**src/rtl/usb_bulk_echo_engine.sv**
```systemverilog
// Bulk echo engine: drains bytes from the EP2 OUT FIFO and writes them, XOR-masked,
// into the EP3 IN FIFO, with echo, stall and flush-drop statistics for the Pmod display.
module usb_bulk_echo_engine #(
   parameter logic [7:0] XOR_MASK = 8'h00,
   parameter int         CNT_W    = 16,
   parameter int         STALL_W  = 16
) (
   input  logic               clk,
   input  logic               reset,
   input  logic               enable,
   input  logic [7:0]         ep2_dout,
   output logic               ep2_re,
   input  logic [3:0]         ep2_stat,
   output logic [7:0]         ep3_din,
   output logic               ep3_we,
   input  logic [3:0]         ep3_stat,
   input  logic               clr_bulk,
   output logic [CNT_W-1:0]   byte_cnt,
   output logic [STALL_W-1:0] stall_cnt,
   output logic [7:0]         drop_cnt,
   output logic [7:0]         last_byte,
   output logic               busy
);

   typedef enum logic [1:0] {
      IDLE,
      FETCH,
      XMIT
   } state_t;

   state_t             state_q, state_d;
   logic [7:0]         hold_q, hold_d;
   logic               ep2_re_q, ep2_re_d;
   logic               ep3_we_q, ep3_we_d;
   logic [7:0]         ep3_din_q, ep3_din_d;
   logic [CNT_W-1:0]   byte_cnt_q, byte_cnt_d;
   logic [STALL_W-1:0] stall_cnt_q, stall_cnt_d;
   logic [7:0]         drop_cnt_q, drop_cnt_d;
   logic [7:0]         last_byte_q, last_byte_d;

   logic ep2_empty;
   logic ep3_full;
   logic unused_stat;

   assign ep2_empty   = ep2_stat[1];
   assign ep3_full    = ep3_stat[0];
   assign unused_stat = ^{ep2_stat[3:2], ep2_stat[0], ep3_stat[3:1]};

   // A flush abandons whatever byte is in flight; it never reaches EP3.
   always_comb begin
      state_d     = state_q;
      hold_d      = hold_q;
      ep2_re_d    = 1'b0;
      ep3_we_d    = 1'b0;
      ep3_din_d   = ep3_din_q;
      byte_cnt_d  = byte_cnt_q;
      stall_cnt_d = stall_cnt_q;
      drop_cnt_d  = drop_cnt_q;
      last_byte_d = last_byte_q;

      case (state_q)
         IDLE: begin
            if (!clr_bulk && enable && !ep2_empty) begin
               ep2_re_d = 1'b1;
               state_d  = FETCH;
            end
         end

         FETCH: begin
            if (clr_bulk) begin
               if (drop_cnt_q != 8'hFF) drop_cnt_d = drop_cnt_q + 8'd1;
               state_d = IDLE;
            end else begin
               hold_d  = ep2_dout;
               state_d = XMIT;
            end
         end

         XMIT: begin
            if (clr_bulk) begin
               if (drop_cnt_q != 8'hFF) drop_cnt_d = drop_cnt_q + 8'd1;
               state_d = IDLE;
            end else if (!ep3_full) begin
               ep3_din_d   = hold_q ^ XOR_MASK;
               ep3_we_d    = 1'b1;
               last_byte_d = hold_q ^ XOR_MASK;
               byte_cnt_d  = byte_cnt_q + CNT_W'(1);
               state_d     = IDLE;
            end else if (stall_cnt_q != {STALL_W{1'b1}}) begin
               stall_cnt_d = stall_cnt_q + STALL_W'(1);
            end
         end

         default: state_d = IDLE;
      endcase
   end

   always_ff @(posedge clk) begin
      if (reset) begin
         state_q     <= IDLE;
         hold_q      <= 8'h00;
         ep2_re_q    <= 1'b0;
         ep3_we_q    <= 1'b0;
         ep3_din_q   <= 8'h00;
         byte_cnt_q  <= '0;
         stall_cnt_q <= '0;
         drop_cnt_q  <= 8'h00;
         last_byte_q <= 8'h00;
      end else begin
         state_q     <= state_d;
         hold_q      <= hold_d;
         ep2_re_q    <= ep2_re_d;
         ep3_we_q    <= ep3_we_d;
         ep3_din_q   <= ep3_din_d;
         byte_cnt_q  <= byte_cnt_d;
         stall_cnt_q <= stall_cnt_d;
         drop_cnt_q  <= drop_cnt_d;
         last_byte_q <= last_byte_d;
      end
   end

   assign ep2_re    = ep2_re_q;
   assign ep3_we    = ep3_we_q;
   assign ep3_din   = ep3_din_q;
   assign byte_cnt  = byte_cnt_q;
   assign stall_cnt = stall_cnt_q;
   assign drop_cnt  = drop_cnt_q;
   assign last_byte = last_byte_q;
   assign busy      = (state_q != IDLE);

endmodule

```
**config.mk**
```make
export PLATFORM = sky130hd
export DESIGN_NAME = usb_bulk_echo_engine
export DESIGN_NICKNAME = d
export VERILOG_FILES = /design/src/rtl/usb_bulk_echo_engine.sv
export SDC_FILE = /design/constraint.sdc
export NUM_CORES = 1
export LEC_CHECK = 0
export BUFFER_PORTS_ARGS = -buffer_cell sky130_fd_sc_hd__buf_4
export CAP_MARGIN = 0
export CORE_MARGIN = 3
export CORE_UTILIZATION = 30
export CTS_BUF_LIST = sky130_fd_sc_hd__clkbuf_16
export CTS_CLUSTER_SIZE = 12
export DETAILED_ROUTE_END_ITERATION = 7
export PLACE_DENSITY = 0.51
export SYNTH_ARGS = -nofsm -noshare
export SYNTH_HDL_FRONTEND = slang
export SYNTH_SLANG_ARGS = --single-unit
```
**constraint.sdc**
```tcl
create_clock -name clk -period 4.8 [get_ports clk]
set_clock_uncertainty 0.15 [all_clocks]
set_input_delay 0 -clock clk [delete_from_list [all_inputs] [get_ports clk]]
set_output_delay 0 -clock clk [all_outputs]
set_load 0.02 [all_outputs]
```
==> impl_metrics.xml <==
<?xml version="1.0" encoding="UTF-8"?>
<metrics>
  <group name="synthesis">
    <metric name="asyncSetResetFlopFracSynth" unit="%">0</metric>
    <metric name="synth-main-ff-cell" unit="">dfxtp_1</metric>
    <metric name="syn_inst" unit="">327</metric>
    <metric name="yosysWarningCount" unit="">0</metric>
    <metric name="count_of_flip_flops_with_a_built_in_enable_after_synthesis" unit="">0</metric>
    <metric name="synth_area_per_cell" unit="um2">8.33</metric>
    <metric name="synth.ff_latch_count" unit="">60</metric>
    <metric name="netlist-cell-type-count" unit="">34</metric>
    <metric name="ys_seq_area_share" unit="%">44.1</metric>
    <metric name="mappedNetlistArea" unit="mm2">0.00272</metric>
    <metric name="synth_fp_nets" unit="">354</metric>
  </group>
  <group name="floorplan">
    <metric name="floorplan.core_area" unit="mm2">0.00876</metric>
    <metric name="start_util" unit="%">31.1</metric>
    <metric name="placementRows" unit="">34</metric>
    <metric name="die-area" unit="mm2">0.0103</metric>
    <metric name="die-height" unit="um">101</metric>
    <metric name="die_w" unit="um">101</metric>
    <metric name="floorplan.io_pins" unit="">79</metric>
  </group>
  <group name="cts">
    <metric name="cts_tree" unit="">yes</metric>
    <metric name="cts_made_buffers" unit="">9</metric>
    <metric name="clock_slew_at_the_register_clock_pins_of_the_worst_setup_and_hold_paths" unit="ns">0.05</metric>
    <metric name="clk_root_buffer_cell" unit="">clkbuf_16</metric>
    <metric name="clock-sinks" unit="">60</metric>
    <metric name="clk_latency" unit="ns">0.33</metric>
    <metric name="clock_path_buffers" unit="">2</metric>
    <metric name="ctsHtreeMaxLevel" unit="">3</metric>
  </group>
  <group name="sta">
    <metric name="post_route_setup_tns" unit="ns">0</metric>
    <metric name="setup_violations" unit="">0</metric>
    <metric name="worstMarginPinSlew" unit="ns">0.964</metric>
    <metric name="timing.final.ws_setup" unit="ns">2.35</metric>
    <metric name="max_clock_freq" unit="MHz">408</metric>
    <metric name="layout_worst_path_cycle_share" unit="%">51.0</metric>
    <metric name="rsz0062_at_grt" unit="">false</metric>
    <metric name="drv_slew" unit="">0</metric>
    <metric name="worst_slew_margin_rel" unit="%">35.2</metric>
    <metric name="timing.final.crit_period" unit="ns">2.45</metric>
    <metric name="hold_violations_final" unit="">0</metric>
  </group>
  <group name="setup_path">
    <metric name="crit_path_leading_delay_family" unit="">simple AND/OR/NAND/NOR gates</metric>
    <metric name="cp_num_buf_inv" unit="">1</metric>
    <metric name="path_cells" unit="">inv_1 &gt; ha_1 &gt; or3b_4 &gt; or3_4 &gt; or4_1 &gt; a21oi_1</metric>
    <metric name="slowest_stage" unit="">or3b_4</metric>
    <metric name="worst-setup-path-type" unit="">flop to flop</metric>
    <metric name="regToRegSetupSlack" unit="ns">2.35</metric>
    <metric name="worst_ep_required_time" unit="ns">4.90</metric>
    <metric name="end_kind" unit="">flop</metric>
    <metric name="cp_max_fo" unit="">14</metric>
    <metric name="timing.critical_path.slowest_cell_delay" unit="ns">0.51</metric>
    <metric name="worst_setup_path_start_kind" unit="">flop</metric>
    <metric name="worst_endpoint_data_arrival_time" unit="ns">2.55</metric>
  </group>
  <group name="finish">
    <metric name="nets" unit="">426</metric>
    <metric name="area.growth.synth_to_final" unit="%">36.7</metric>
    <metric name="most_common_cell_after_layout_fill_and_taps_aside" unit="">buf_4</metric>
    <metric name="layout_common_cells" unit="">72 x buf_4, 60 x dfxtp_1, 47 x nand2_1</metric>
    <metric name="finalNonFillerCells" unit="">512</metric>
    <metric name="fin_util" unit="%">42.5</metric>
    <metric name="final_layout_size_suffix_gt1_share" unit="%">23.8</metric>
    <metric name="n_antenna_cell" unit="">0</metric>
  </group>
  <group name="global_route">
    <metric name="global_route.overflow_total" unit="">0</metric>
    <metric name="first_global_vias" unit="">2356</metric>
    <metric name="grt_use_total" unit="%">13.5</metric>
    <metric name="grt_pass1_wl" unit="mm">11.0</metric>
    <metric name="grt_antenna_before_repair" unit="">0</metric>
    <metric name="grt_max_degree" unit="">63</metric>
  </group>
  <group name="placement">
    <metric name="buffer_ports.inserted" unit="">72</metric>
    <metric name="place_ws" unit="ns">2.36</metric>
    <metric name="hpwlAfterDp" unit="mm">4.64</metric>
    <metric name="place_congestion" unit="">0.761</metric>
    <metric name="dp.cells" unit="">483</metric>
  </group>
  <group name="power">
    <metric name="p_leak" unit="nW">1.37</metric>
    <metric name="finalPower" unit="mW">1.25</metric>
    <metric name="power.ir.vdd_worst" unit="uV">156</metric>
    <metric name="p_per_area" unit="mW/mm2">335</metric>
  </group>
  <group name="route">
    <metric name="avgViaCountPerCell" unit="">5.00</metric>
    <metric name="num_vias" unit="">2559</metric>
    <metric name="drt_drc_violations_left" unit="">0</metric>
    <metric name="firstDrtPassIters" unit="">4</metric>
    <metric name="route.detailed.wl_per_inst" unit="um">13.4</metric>
    <metric name="antenna_left" unit="">0</metric>
    <metric name="first_iter_violations" unit="">86</metric>
    <metric name="wirelength" unit="mm">6.85</metric>
  </group>
  <group name="flow_run">
    <metric name="cap_viol_max_count" unit="">0</metric>
  </group>
  <group name="hold_path">
    <metric name="worstHoldPathType" unit="">input pin to flop</metric>
  </group>
  <group name="outcome">
    <metric name="outcome" unit="">completed</metric>
  </group>
</metrics>
where the power goes:
group,switching (mW),total [mW],leakage (nW),internal (mW)
registers,0.00689,0.515,0.484,0.508
logic,0.0488,0.0857,0.742,0.0369
clock network,0.241,0.645,0.142,0.404
total,0.297,1.25,1.37,0.949
flip-flops by register name, indices dropped and copies added, names as in the netlist:
signal     count
byte_cnt      16
drop_cnt       8
ep2_re         1
ep3_we         1
hold_q         8
last_byte      8
stall_cnt     16
state_q        2
worst paths after layout:
kind / startpoint / end / depth (start not counted)
max: state_q[0] / byte_cnt[15] / 6
min: reset / stall_cnt[1] / 2
max reg2reg: state_q[0] / byte_cnt[15] / 6
min reg2reg: hold_q[7] / last_byte[7] / 2
through the flow:
stage	hold WS, ns	cell area (um2)
after floorplan	-0.0140	2720
after global placement	0.108	3290
after detailed placement	0.113	3290
after CTS	0.0366	3720
after global routing	0.0677	3720
final	0.0458	3720
routing by layer:
layer  vias to the layer above  routed length, um  GRT usage [%]
li1                       1302                  -              -
met1                      1195               3260           16.9
met2                        51               3150           21.3
met3                        11                334           4.55
met4                         0                104           5.32
met5                         -                  0              0
repair_timing:
item / 4_1_cts / 5_1_grt
endpoints found under the setup margin: 0 / 0
hold endpoints to repair: 22 / 0
resized for setup: 0 / 0
hold buffers: 13 / 0
buffers inserted: 0 / 0
cells in the mapped netlist (2+ instances only):
cell / n / area, um2
dfxtp_1: 60 / 1200
nand2_1: 47 / 176
a21oi_1: 44 / 220
nor2_1: 17 / 63.8
o31ai_1: 16 / 120
clkbuf_1: 15 / 56.3
or3_1: 13 / 81.3
or4_1: 13 / 97.6
nand3_1: 12 / 60.1
inv_1: 10 / 37.5
nand4_1: 10 / 62.6
o21ai_0: 10 / 50.1
buf_4: 8 / 60.1
ha_1: 7 / 87.6
nor4_1: 6 / 37.5
xnor2_1: 6 / 52.6
nor3_1: 5 / 25.0
xor2_1: 4 / 35.0
mux2i_1: 3 / 30.0
nor2b_1: 3 / 18.8
and3_1: 2 / 12.5
and4_1: 2 / 17.5
mux2_2: 2 / 22.5
nand3b_1: 2 / 15.0
cell type report:
| type | count | area, um2 |
|---|---|---|
| inverters | 10 | 37.5 |
| repair buffers | 85 | 671 |
| clock inverters | 7 | 76.3 |
| multi-input cells | 233 | 1380 |
| clock buffers | 9 | 225 |
| well taps | 108 | 135 |
| flip-flops and latches | 60 | 1200 |
| fillers | 881 | 5040 |
cells by family (layout without fill, tap and decap cells):
family / after synthesis / in the layout / synth area share (%)
xor gates and xnor gates: 10 / 10 / 3.22
muxes: 5 / 5 / 1.93
adders and majority gates: 7 / 7 / 3.22
and+or+nand+nor: 140 / 140 / 27.1
buffers and inverters: 34 / 111 / 5.79
AOI/OAI and AO/OA: 71 / 71 / 14.6
DFF: 60 / 60 / 44.1
(Power assumes the default switching activity.)
